===== src/rtl/div_pkg.sv =====
// rtl/div_pkg.sv - shared types and constants for the sequential divider
// Purpose: operation/state enums and width constants used by seq_divider,
//          its bus interface and the div_step iteration slice.
// Ports:   none (package).
package div_pkg;

    localparam int DIV_WIDTH = 32;
    localparam logic [DIV_WIDTH-1:0] DIV_ALL_ONES = {DIV_WIDTH{1'b1}};

    // Encoding equals funct3[1:0]: bit 1 selects remainder, bit 0 selects unsigned.
    typedef enum logic [1:0] {
        DIV  = 2'b00,
        DIVU = 2'b01,
        REM  = 2'b10,
        REMU = 2'b11
    } div_op_t;

    typedef enum logic [1:0] {
        IDLE = 2'b00,
        CALC = 2'b01,
        DONE = 2'b10
    } div_state_t;

endpackage


===== src/rtl/seq_divider_if.sv =====
// rtl/seq_divider_if.sv - start/done handshake bundle between execute control and divider
// Purpose: groups the request (start/op/a/b) and response (busy/done/result) signals.
// Ports:   master drives start, op, a, b and observes busy, done, result;
//          slave (the divider) is the mirror image.
interface seq_divider_if #(
    parameter int WIDTH = div_pkg::DIV_WIDTH
);
    import div_pkg::*;

    logic             start;
    div_op_t          op;
    logic [WIDTH-1:0] a;
    logic [WIDTH-1:0] b;
    logic             busy;
    logic             done;
    logic [WIDTH-1:0] result;

    modport master (
        output start, op, a, b,
        input  busy, done, result
    );

    modport slave (
        input  start, op, a, b,
        output busy, done, result
    );

endinterface


===== src/rtl/div_step.sv =====
// rtl/div_step.sv - one radix-2 restoring division iteration
// Purpose: shifts {rem,quo} left by one, trial-subtracts the divisor and
//          restores or keeps the partial remainder.
// Ports:   rem_i/quo_i/div_i current partial remainder, quotient, divisor;
//          rem_o/quo_o values after this iteration.
module div_step
    import div_pkg::*;
#(
    parameter int WIDTH = DIV_WIDTH
) (
    input  logic [WIDTH:0]   rem_i,
    input  logic [WIDTH-1:0] quo_i,
    input  logic [WIDTH-1:0] div_i,
    output logic [WIDTH:0]   rem_o,
    output logic [WIDTH-1:0] quo_o
);

    logic [WIDTH+1:0] shifted_rem;
    logic [WIDTH+1:0] trial;
    logic             trial_ok;

    // One extra bit above the shifted remainder makes the borrow visible as a sign bit.
    assign shifted_rem = {rem_i, quo_i[WIDTH-1]};
    assign trial       = shifted_rem - {2'b00, div_i};
    assign trial_ok    = ~trial[WIDTH+1];

    assign rem_o = trial_ok ? trial[WIDTH:0] : shifted_rem[WIDTH:0];
    assign quo_o = {quo_i[WIDTH-2:0], trial_ok};

endmodule


===== src/rtl/seq_divider.sv =====
// rtl/seq_divider.sv - multicycle RV32M DIV/DIVU/REM/REMU unit
// Purpose: restoring division, one quotient bit per clock; divide-by-zero and
//          signed overflow are resolved at start and finish in one cycle.
// Ports:   clk, rst (async, active-high); bus (seq_divider_if.slave):
//          start/op/a/b request, busy/done/result response.
module seq_divider
    import div_pkg::*;
#(
    parameter int WIDTH = DIV_WIDTH,
    parameter int CNT_W = $clog2(WIDTH)
) (
    input  logic         clk,
    input  logic         rst,
    seq_divider_if.slave bus
);

    localparam logic [WIDTH-1:0] MIN_NEG = {1'b1, {(WIDTH-1){1'b0}}};

    div_state_t       state_q;
    logic [CNT_W-1:0] cnt_q;
    logic [WIDTH:0]   rem_q;
    logic [WIDTH-1:0] quo_q;
    logic [WIDTH-1:0] div_q;
    logic             neg_a_q;
    logic             neg_b_q;
    logic             op_rem_q;
    logic             busy_q;
    logic             done_q;
    logic [WIDTH-1:0] result_q;

    logic             is_signed_d;
    logic             neg_a_d;
    logic             neg_b_d;
    logic [WIDTH-1:0] abs_a_d;
    logic [WIDTH-1:0] abs_b_d;
    logic             div_zero_d;
    logic             overflow_d;
    logic [WIDTH-1:0] res_special_d;
    logic [WIDTH:0]   rem_d;
    logic [WIDTH-1:0] quo_d;
    logic [WIDTH-1:0] q_fix_d;
    logic [WIDTH-1:0] r_fix_d;
    logic [WIDTH-1:0] res_calc_d;

    assign is_signed_d = ~bus.op[0];
    assign neg_a_d     = is_signed_d & bus.a[WIDTH-1];
    assign neg_b_d     = is_signed_d & bus.b[WIDTH-1];
    // Negating MIN_NEG wraps back to itself, which is the correct unsigned magnitude.
    assign abs_a_d     = neg_a_d ? -bus.a : bus.a;
    assign abs_b_d     = neg_b_d ? -bus.b : bus.b;

    assign div_zero_d  = (bus.b == '0);
    assign overflow_d  = is_signed_d && (bus.a == MIN_NEG) && (bus.b == DIV_ALL_ONES);

    // Divide-by-zero wins over overflow.
    always_comb begin
        res_special_d = '0;
        if (div_zero_d) begin
            res_special_d = bus.op[1] ? bus.a : DIV_ALL_ONES;
        end else begin
            res_special_d = bus.op[1] ? '0 : MIN_NEG;
        end
    end

    div_step #(.WIDTH(WIDTH)) u_step (
        .rem_i (rem_q),
        .quo_i (quo_q),
        .div_i (div_q),
        .rem_o (rem_d),
        .quo_o (quo_d)
    );

    // Fix-up is taken from the step outputs so the final iteration and the
    // result load happen in the same cycle.
    assign q_fix_d    = (neg_a_q ^ neg_b_q) ? -quo_d : quo_d;
    assign r_fix_d    = neg_a_q ? -rem_d[WIDTH-1:0] : rem_d[WIDTH-1:0];
    assign res_calc_d = op_rem_q ? r_fix_d : q_fix_d;

    always_ff @(posedge clk or posedge rst) begin
        if (rst) begin
            state_q  <= IDLE;
            cnt_q    <= '0;
            rem_q    <= '0;
            quo_q    <= '0;
            div_q    <= '0;
            neg_a_q  <= 1'b0;
            neg_b_q  <= 1'b0;
            op_rem_q <= 1'b0;
            busy_q   <= 1'b0;
            done_q   <= 1'b0;
            result_q <= '0;
        end else begin
            case (state_q)
                IDLE: begin
                    done_q <= 1'b0;
                    if (bus.start) begin
                        busy_q   <= 1'b1;
                        op_rem_q <= bus.op[1];
                        neg_a_q  <= neg_a_d;
                        neg_b_q  <= neg_b_d;
                        quo_q    <= abs_a_d;
                        rem_q    <= '0;
                        div_q    <= abs_b_d;
                        cnt_q    <= CNT_W'(WIDTH - 1);
                        if (div_zero_d || overflow_d) begin
                            result_q <= res_special_d;
                            done_q   <= 1'b1;
                            state_q  <= DONE;
                        end else begin
                            state_q  <= CALC;
                        end
                    end
                end
                CALC: begin
                    rem_q <= rem_d;
                    quo_q <= quo_d;
                    cnt_q <= cnt_q - 1'b1;
                    if (cnt_q == '0) begin
                        result_q <= res_calc_d;
                        done_q   <= 1'b1;
                        state_q  <= DONE;
                    end
                end
                DONE: begin
                    done_q  <= 1'b0;
                    busy_q  <= 1'b0;
                    state_q <= IDLE;
                end
                default: begin
                    done_q  <= 1'b0;
                    busy_q  <= 1'b0;
                    state_q <= IDLE;
                end
            endcase
        end
    end

    assign bus.busy   = busy_q;
    assign bus.done   = done_q;
    assign bus.result = result_q;

endmodule


===== src/flat_wrapper.sv =====
// flat-port wrapper written by rule: the top's interface ports become plain ports
module seq_divider_flat import div_pkg::*;
#(
    parameter int WIDTH = DIV_WIDTH,
    parameter int CNT_W = $clog2(WIDTH)
)
  (clk, rst, bus_start, bus_op, bus_a, bus_b, bus_busy, bus_done, bus_result);
  seq_divider_if #(.WIDTH(WIDTH)) bus_i ();
  input  logic clk;
  input  logic rst;
  input wire logic [$bits(bus_i.start)-1:0] bus_start;
  input wire logic [$bits(bus_i.op)-1:0] bus_op;
  input wire logic [$bits(bus_i.a)-1:0] bus_a;
  input wire logic [$bits(bus_i.b)-1:0] bus_b;
  output wire logic [$bits(bus_i.busy)-1:0] bus_busy;
  output wire logic [$bits(bus_i.done)-1:0] bus_done;
  output wire logic [$bits(bus_i.result)-1:0] bus_result;
  assign bus_i.start = bus_start;
  assign bus_i.op = bus_op;
  assign bus_i.a = bus_a;
  assign bus_i.b = bus_b;
  assign bus_busy = bus_i.busy;
  assign bus_done = bus_i.done;
  assign bus_result = bus_i.result;
  seq_divider #(.WIDTH(WIDTH), .CNT_W(CNT_W)) u_core (.clk(clk), .rst(rst), .bus(bus_i));
endmodule

===== config.mk =====
export PLATFORM = sky130hd
export DESIGN_NAME = seq_divider_flat
export DESIGN_NICKNAME = d
export VERILOG_FILES = /design/src/rtl/div_pkg.sv /design/src/rtl/seq_divider_if.sv /design/src/rtl/div_step.sv /design/src/rtl/seq_divider.sv /design/src/flat_wrapper.sv
export SDC_FILE = /design/constraint.sdc
export NUM_CORES = 1
export LEC_CHECK = 0
export ABC_AREA = 1
export CORE_ASPECT_RATIO = 1.5
export CORE_MARGIN = 2
export CORE_UTILIZATION = 65
export CTS_BUF_LIST = sky130_fd_sc_hd__clkbuf_16
export DETAILED_ROUTE_END_ITERATION = 7
export PLACE_DENSITY = 0.87
export SETUP_SLACK_MARGIN = 0.1
export SLEW_MARGIN = 20
export SYNTH_ARGS = -nofsm -noshare
export SYNTH_HDL_FRONTEND = slang
export SYNTH_HIERARCHICAL = 1
export SYNTH_SLANG_ARGS = --single-unit

===== constraint.sdc =====
create_clock -name clk -period 7.6 [get_ports clk]
set_clock_uncertainty 0.05 [all_clocks]
set_input_delay 1.52 -clock clk [delete_from_list [all_inputs] [get_ports clk]]
set_output_delay 1.52 -clock clk [all_outputs]
set_load 0.05 [all_outputs]

==> results of run 1 <==
-- per-layer routing --
layer  track usage (%)  part of all wire (%)
met1              46.6                    34
met2              74.1                    48
met3              7.97                   7.5
met4              41.8                    11
met5                 0                     0
-- layout make-up --
| class | instances | area (um^2) | share of cell area, % |
|---|---|---|---|
| multi-input cells | 1814 | 8600 | 55.7 |
| flip-flops and latches | 141 | 3530 | 22.9 |
| inverters | 335 | 1260 | 8.19 |
| repair buffers | 115 | 1120 | 7.24 |
| clock buffers | 17 | 425 | 2.76 |
| well taps | 268 | 335 | 2.17 |
| clock inverters | 14 | 169 | 1.09 |
-- tightest hold or removal path: stages (launching register included) --
cell,delay (ns)
dfrtp_1,0.34
nand2_1,0.05
nand2_1,0.05
-- flip-flops by register name, indices dropped and copies added, names as in the netlist --
| name | cells |
|---|---|
| u_core/op_rem_q | 1 |
| u_core/neg_b_q | 1 |
| u_core/bus.result | 32 |
| u_core/cnt_q | 5 |
| u_core/bus.done | 1 |
| u_core/rem_q | 33 |
| u_core/state_q | 2 |
| u_core/div_q | 32 |
| u_core/quo_q | 32 |
| u_core/bus.busy | 1 |
| u_core/neg_a_q | 1 |
-- placed cells by master (no fill, tap or decap), types with 2 or more instances in the layout --
master and count:
nor2_8 2, clkinvlp_4 2, bufinv_16 3, or2_2 8
nor3_1 22, o31ai_1 3, a31oi_1 2, buf_4 13
o21ai_0 135, nor2_2 3, xor2_1 41, nor2_4 6
nor2_1 231, and2_1 12, o211ai_1 23, clkinv_1 4
clkbuf_16 17, nand4_1 24, nand2_2 11, nand2_4 2
inv_6 4, inv_2 7, nor4_1 2, xnor2_1 2
o21ai_1 18, clkdlybuf4s50_1 102, ha_1 39, dfrtp_1 141
inv_1 325, nand3b_1 9, a21oi_1 74, o221ai_1 5
nand2_1 838, nand3_2 9, nor3_2 2, clkinv_4 3
nand3_1 277, o21bai_1 2
-- worst max path at each step --
stage	startpoint	endpoint	slack, ns	cells past startpoint
5_1_grt	u_core/div_q[11]	u_core/bus.result[15]	2.79	24
3_5_place_dp	bus_start	u_core/bus.result[17]	3.23	11
3_3_place_gp	bus_start	u_core/bus.result[28]	3.31	11
6_report	u_core/div_q[11]	u_core/bus.result[15]	3.13	24
4_1_cts	u_core/rem_q[29]	u_core/bus.result[10]	3.38	21
2_1_floorplan	rst	u_core/bus.busy	2.25	1
-- logic make-up (layout without fill, tap and decap cells) --
kind of cell	Yosys count	after routing
and+or+nand+nor	1461	1461
buffers and inverters	446	481
xor gates and xnor gates	45	45
adders and majority gates	40	40
AOI/OAI and AO/OA	268	268
DFF	141	141
-- metrics by stage --
stage          hold WS (ns)  util [%]  cell area, um^2  instances
2_1_floorplan         0.399         -            14000       2401
3_3_place_gp          0.414      70.4            14800       2673
3_5_place_dp          0.415      70.5            14800       2673
4_1_cts               0.432      73.3            15400       2704
5_1_grt               0.446      73.3            15400       2704
6_report              0.431      73.3            15400       2704
==> metrics.csv, run 1 <==
stage,metric,value,unit
run_status,status,"finished, final reports clean",
die,die area,22800,um^2
worst_setup_path,critical path class,reg2reg,
sta,min cycle time layout,4.47,ns
routing,WL/cell,18.4,um
synth,largest family of logic cells by synthesized area,simple AND/OR/NAND/NOR gates,
global_routing,total track usage,44.7,%
sta,PnR worst setup slack,3.13,ns
sta,Setup-failing EPs final,0,
synth,cell with the most instances after synthesis,nand2_1,
finish,layout cells sized above 1,4.02,%
global_routing,first-pass GRT wire length,77300,um
sta,endpoints failing hold,0,
placement,Post-DP HPWL,38400,um
min_path,Hold Path Stages,2,
worst_setup_path,CP bufs+invs,3,
die,Initial Utilization,66.5,%
placement,Setup WS pre-CTS,3.23,ns
synth,sequential cell area fraction in the yosys report,25.2,%
worst_setup_path,CP Launch Type,flip-flop,
sta,worst-margin pin slew,0.995,ns
synth,Adder-Cell Fraction of Synth Area,3.63,%
cts,worst-case clock buffer depth,2,
die,Die Y,184,um
sta,fmax,0.224,GHz
min_path,Hold Path End,u_core/bus.result[12],
synth,Synth Register Bits,141,
synth,syn_nets,2510,
min_path,HP Start,u_core/bus.result[12],
worst_setup_path,CP Max Fanout,33,
sta,RSZ-0062 raised after global routing,no,
routing,Detailed Route Iter0 Violations,1589,
finish,Antenna diodes,0,
cts,hold_buf cts,0,
cts,CTS resizes,0,
worst_setup_path,Reg-to-Reg Start,u_core/div_q[11],
die,chip width,124,um
worst_setup_path,crit-path cells,inv_1 -> ha_1 -> nand2_1 -> inv_1 -> nand2_1 -> nand2_1 -> nand2_1 -> nand2_1 -> inv_1 -> nand2_2 -> nand2_2 -> nand3_2 -> nand3_1 -> nand2_1 -> nor2_1 -> nand2_1 -> nor2_1 -> nand2_1 -> nand2_1 -> nand2_1 -> a21oi_1 -> o21ai_0 -> nand2_1 -> nand2_1,
sta,TNS Setup,0,ns
worst_setup_path,CP most frequent cell,nand2_1,
synth,Syn Inst Count,2401,
global_routing,vias in the first global route,15100,
sta,period utilisation layout,58.8,%
synth,Post-Synth Simple-Gate Area,44.4,%
job,Max Cap Viol,0,
routing,Routed Antenna Nets,0,
synth,commonest cells in the netlist,"839 x nand2_1, 325 x inv_1, 277 x nand3_1, 232 x nor2_1, 141 x dfrtp_1",
synth,most area-consuming cells after synthesis,"dfrtp_1 25%, nand2_1 22%, nand3_1 9.9%, inv_1 8.7%, nor2_1 6.2%",
worst_setup_path,crit-path max cell delay,0.51,ns
synth,synth unique cells,47,
global_routing,GRT Residual Overflow,0,
worst_setup_path,Critical Path RT,7.88,ns
routing,Total Wirelength,49600,um
synth,Yosys top cell area share,25.2,%
synth,Syn Area/Cell,5.84,um^2
worst_setup_path,Worst R2R End,u_core/bus.result[15],
synth,Synth warnings,6,
cts,clock slew at reported path FFs,0.06,ns
sta,Final Slew Violations,0,
synth,Post-synth EDFFs,0,
synth,mux contribution to synthesized area,0,%
worst_setup_path,Worst path top cell family by delay,simple AND/OR/NAND/NOR gates,
cts,clock latency on the worst-skew pair,0.44,ns
min_path,path category of the worst min-delay check,reg2reg,
routing,vias per cell,5.92,
finish,fin nets,2533,
cts,clk root buf,clkbuf_16,
die,row cnt,65,
die,I/O Pins,103,
synth,ys async rst share,100,%
cts,CTS H-tree lvls,4,
routing,Initial DRT Pass Iterations,7,
worst_setup_path,Setup crit end kind,flip-flop,
placement,Port Buffers,102,
global_routing,initial antenna violation count,0,
routing,via count,16000,
finish,Syn-to-layout area delta,10.2,%
worst_setup_path,Worst Path Arrival,4.74,ns
synth,Mapped Area,14000,um^2
cts,CTS tree,built,
synth,top_reg_cell synth,dfrtp_1,
worst_setup_path,"setup slack, reg-to-reg",3.13,ns
sta,Worst slew margin,33.6,%
cts,clock buffer count from CTS,17,
worst_setup_path,CP max-delay cell,nand3_2,
worst_setup_path,r2r worst-path depth,24,
synth,Compound-Gate Fraction of Synth Area,10.4,%
cts,Post CTS Setup Buffer Count,0,
placement,GP Congestion,1.07,
finish,fill count,1883,
synth,XOR/XNOR Fraction of Synth Area,2.81,%
routing,# DRC,0,
cts,CTS sink cnt,141,
synth,largest area contributor in the netlist,dfrtp_1,
global_routing,largest net degree at the start of global routing,89,
die,core area,21100,um^2
Power of run 1 is not shown: default switching activity piles up to over one toggle a cycle in this logic, so the estimate is an artifact.
==> inputs of run 2 (changes only) <==
CORE_UTILIZATION = 55   (was 65)
PLACE_DENSITY = 0.79   (was 0.87)
clock period = 3.73 ns   (was 7.6 ns; I/O delays follow)
==> run 2 against run 1 <==
Compared with the run above:
- sequential cell count unchanged
- core utilization down 5.3 points
- via count up 3.8%
- non-clock buffer count up 91
- wire length up 14%
- sequential share of layout area down 2.1 points
- critical path depth down 2
- fmax up 25%
- cell count up 5.8%
- die area up 18%
- largest cell class unchanged
- highest routed layer unchanged
==> metrics.csv, run 2 (synthesis gave the netlist of run 1 again) <==
stage,metric,value,unit,change
run_status,status,"finished, final reports clean",,unchanged
die,Initial Utilization,55.9,%,was 66.5%
placement,GP Congestion,1.02,,was 1.07
sta,fmax,0.280,GHz,was 0.224 GHz
cts,CTS tree,built,,unchanged
global_routing,first-pass GRT wire length,84400,um,was 77300 um
sta,Worst slew margin,36.3,%,was 33.6%
finish,final core utilization,68.0,%,was 73.3%
global_routing,vias in the first global route,15700,,was 15.1k
worst_setup_path,CP Max Fanout,5,,was 33
cts,CTS H-tree lvls,4,,unchanged
global_routing,largest net degree at the start of global routing,75,,was 89
worst_setup_path,Critical path origin,u_core/rem_q[29],,was u_core/div_q[11]
sta,Final Slew Violations,0,,unchanged
routing,WL/cell,19.8,um,was 18.4 um
worst_setup_path,Worst R2R End,u_core/bus.result[29],,was u_core/bus.result[15]
routing,via count,16600,,was 16.0k
sta,RSZ-0062 raised after global routing,yes,,was no
worst_setup_path,Worst setup endpoint,u_core/bus.result[29],,was u_core/bus.result[15]
job,Max Cap Viol,0,,unchanged
finish,"commonest non-fill, non-tap cell in the layout",nand2_1,,unchanged
die,chip width,134,um,was 124 um
routing,met3 wire length,3580,um,was 3720 um
routing,Total Wirelength,56700,um,was 49600 um
die,row cnt,71,,was 65
finish,fin nets,2629,,was 2533
global_routing,initial antenna violation count,0,,unchanged
routing,# DRC,0,,unchanged
die,I/O Pins,103,,unchanged
cts,clock latency on the worst-skew pair,0.46,ns,was 0.44 ns
cts,clock slew at reported path FFs,0.07,ns,was 0.06 ns
global_routing,total track usage,41.5,%,was 44.7%
sta,period utilisation layout,95.6,%,was 58.8%
finish,most frequent cells in the layout,"806 x nand2_1, 317 x inv_1, 263 x nand3_1",,"was 838 x nand2_1, 325 x inv_1, 277 x nand3_1"
worst_setup_path,Reg-to-Reg Start,u_core/rem_q[29],,was u_core/div_q[11]
finish,Syn-to-layout area delta,21.5,%,was 10.2%
routing,met2 WL post-DR,27900,um,was 23600 um
sta,min cycle time layout,3.57,ns,was 4.47 ns
placement,Post-DP HPWL,43100,um,was 38400 um
sta,Setup-failing EPs final,0,,unchanged
finish,Antenna diodes,0,,unchanged
worst_setup_path,Crit path depth,22,,was 24
routing,Detailed Route Iter0 Violations,1539,,was 1589
worst_setup_path,CP bufs+invs,4,,was 3
routing,vias per cell,5.80,,was 5.92
worst_setup_path,Critical Path RT,4.03,ns,was 7.88 ns
routing,Initial DRT Pass Iterations,8,,was 7
cts,worst-case clock buffer depth,2,,unchanged
die,core area,25100,um^2,was 21100 um^2
routing,Routed Antenna Nets,0,,unchanged
finish,Reg with most FFs,u_core/rem_q,,unchanged
die,Die Y,199,um,was 184 um
placement,Port Buffers,102,,unchanged
worst_setup_path,crit-path cells,ha_1 -> inv_1 -> o21bai_1 -> a21oi_1 -> o21ai_2 -> nor2_4 -> buf_4 -> nand3_4 -> buf_4 -> nand3_1 -> nand2_2 -> nor2_4 -> nand2_1 -> nor2_1 -> nand2_1 -> nand2_2 -> buf_4 -> nand3_1 -> nand3_1 -> nand3_1 -> nand2_1 -> nand2_1,,was inv_1 -> ha_1 -> nand2_1 -> inv_1 -> nand2_1 -> nand2_1 -> nand2_1 -> nand2_1 -> inv_1 -> nand2_2 -> nand2_2 -> nand3_2 -> nand3_1 -> nand2_1 -> nor2_1 -> nand2_1 -> nor2_1 -> nand2_1 -> nand2_1 -> nand2_1 -> a21oi_1 -> o21ai_0 -> nand2_1 -> nand2_1
worst_setup_path,Worst path top cell family by delay,simple AND/OR/NAND/NOR gates,,unchanged
cts,clock buffer count from CTS,17,,unchanged
sta,endpoints failing hold,0,,unchanged
worst_setup_path,"setup slack, reg-to-reg",0.16,ns,was 3.13 ns
worst_setup_path,r2r worst-path depth,22,,was 24
worst_setup_path,Worst Path Arrival,3.86,ns,was 4.74 ns
finish,max reg flops,33,,unchanged
global_routing,GRT Residual Overflow,0,,unchanged
cts,clk root buf,clkbuf_16,,unchanged
routing,M1 WL,19200,um,was 16700 um
cts,CTS sink cnt,141,,unchanged
worst_setup_path,Setup crit end kind,flip-flop,,unchanged
min_path,path category of the worst min-delay check,reg2reg,,unchanged
worst_setup_path,CP Launch Type,flip-flop,,unchanged
worst_setup_path,critical path class,reg2reg,,unchanged
sta,worst-margin pin slew,0.954,ns,was 0.995 ns
routing,Top Metal Used,met4,,unchanged
worst_setup_path,CP max-delay cell,dfrtp_1,,was nand3_2
finish,layout cells sized above 1,12.4,%,was 4.02%
worst_setup_path,crit-path max cell delay,0.39,ns,was 0.51 ns
die,die area,26800,um^2,was 22800 um^2
[run 2: layout make-up]
class,instances,area [um^2]
Fill cell,2334,8020
Sequential cell,141,3540
Timing Repair Buffer,206,1930
Tap cell,328,410
Inverter,335,1260
Clock inverter,15,153
Clock buffer,17,425
Multi-Input combinational cell,1819,9310
[run 2: through the flow]
step                      setup WS [ns]  cells  setup TNS (ns)  area, um^2  hold WS [ns]
after floorplan                   0.656   2401               0       14000         0.399
after global placement          -0.0580   2808         -0.0800       15500         0.417
after detailed placement        -0.0531   2808          -0.103       15500         0.414
after CTS                         0.125   2840               0       16200         0.433
after global routing             0.0162   2861               0       17000         0.448
final                             0.163   2861               0       17000         0.432
[run 2: worst register-to-register path, cell delays in order, from the launching register on]
cell and delay (ns):
dfrtp_1 0.39, ha_1 0.36, inv_1 0.09, o21bai_1 0.08, a21oi_1 0.25, o21ai_2 0.12, nor2_4 0.18, buf_4 0.17
nand3_4 0.13, buf_4 0.20, nand3_1 0.08, nand2_2 0.12, nor2_4 0.17, nand2_1 0.10, nor2_1 0.11, nand2_1 0.10
nand2_2 0.15, buf_4 0.14, nand3_1 0.07, nand3_1 0.17, nand3_1 0.09, nand2_1 0.10, nand2_1 0.05
[run 2: worst min-delay path by stage]
stage / cells past startpoint / startpoint / slack, ns / end
final: 2 / u_core/bus.result[9] / 0.43 / u_core/bus.result[9]
after global routing: 2 / u_core/bus.result[10] / 0.45 / u_core/bus.result[10]
after CTS: 2 / u_core/bus.result[9] / 0.43 / u_core/bus.result[9]
after detailed placement: 2 / u_core/bus.result[9] / 0.41 / u_core/bus.result[9]
after global placement: 2 / u_core/div_q[21] / 0.42 / u_core/div_q[21]
after floorplan: 2 / u_core/div_q[26] / 0.40 / u_core/div_q[26]
[run 2: per-layer routing]
metal | up-vias | global-route usage, %
li1 | 7830 | -
met1 | 7628 | 42.5
met2 | 856 | 73.3
met3 | 293 | 6.49
met4 | 0 | 35.7
met5 | - | 0
[run 2: what timing repair did]
item / 4_1_cts / 5_1_grt
gates resized for setup: 20 / 133
hold buffers: 0 / 0
pin swaps: 0 / 18
setup buffers: 0 / 13
gates cloned: 0 / 8
endpoints found under the setup margin: 18 / 27
Power of run 2 is left out for the same reason.
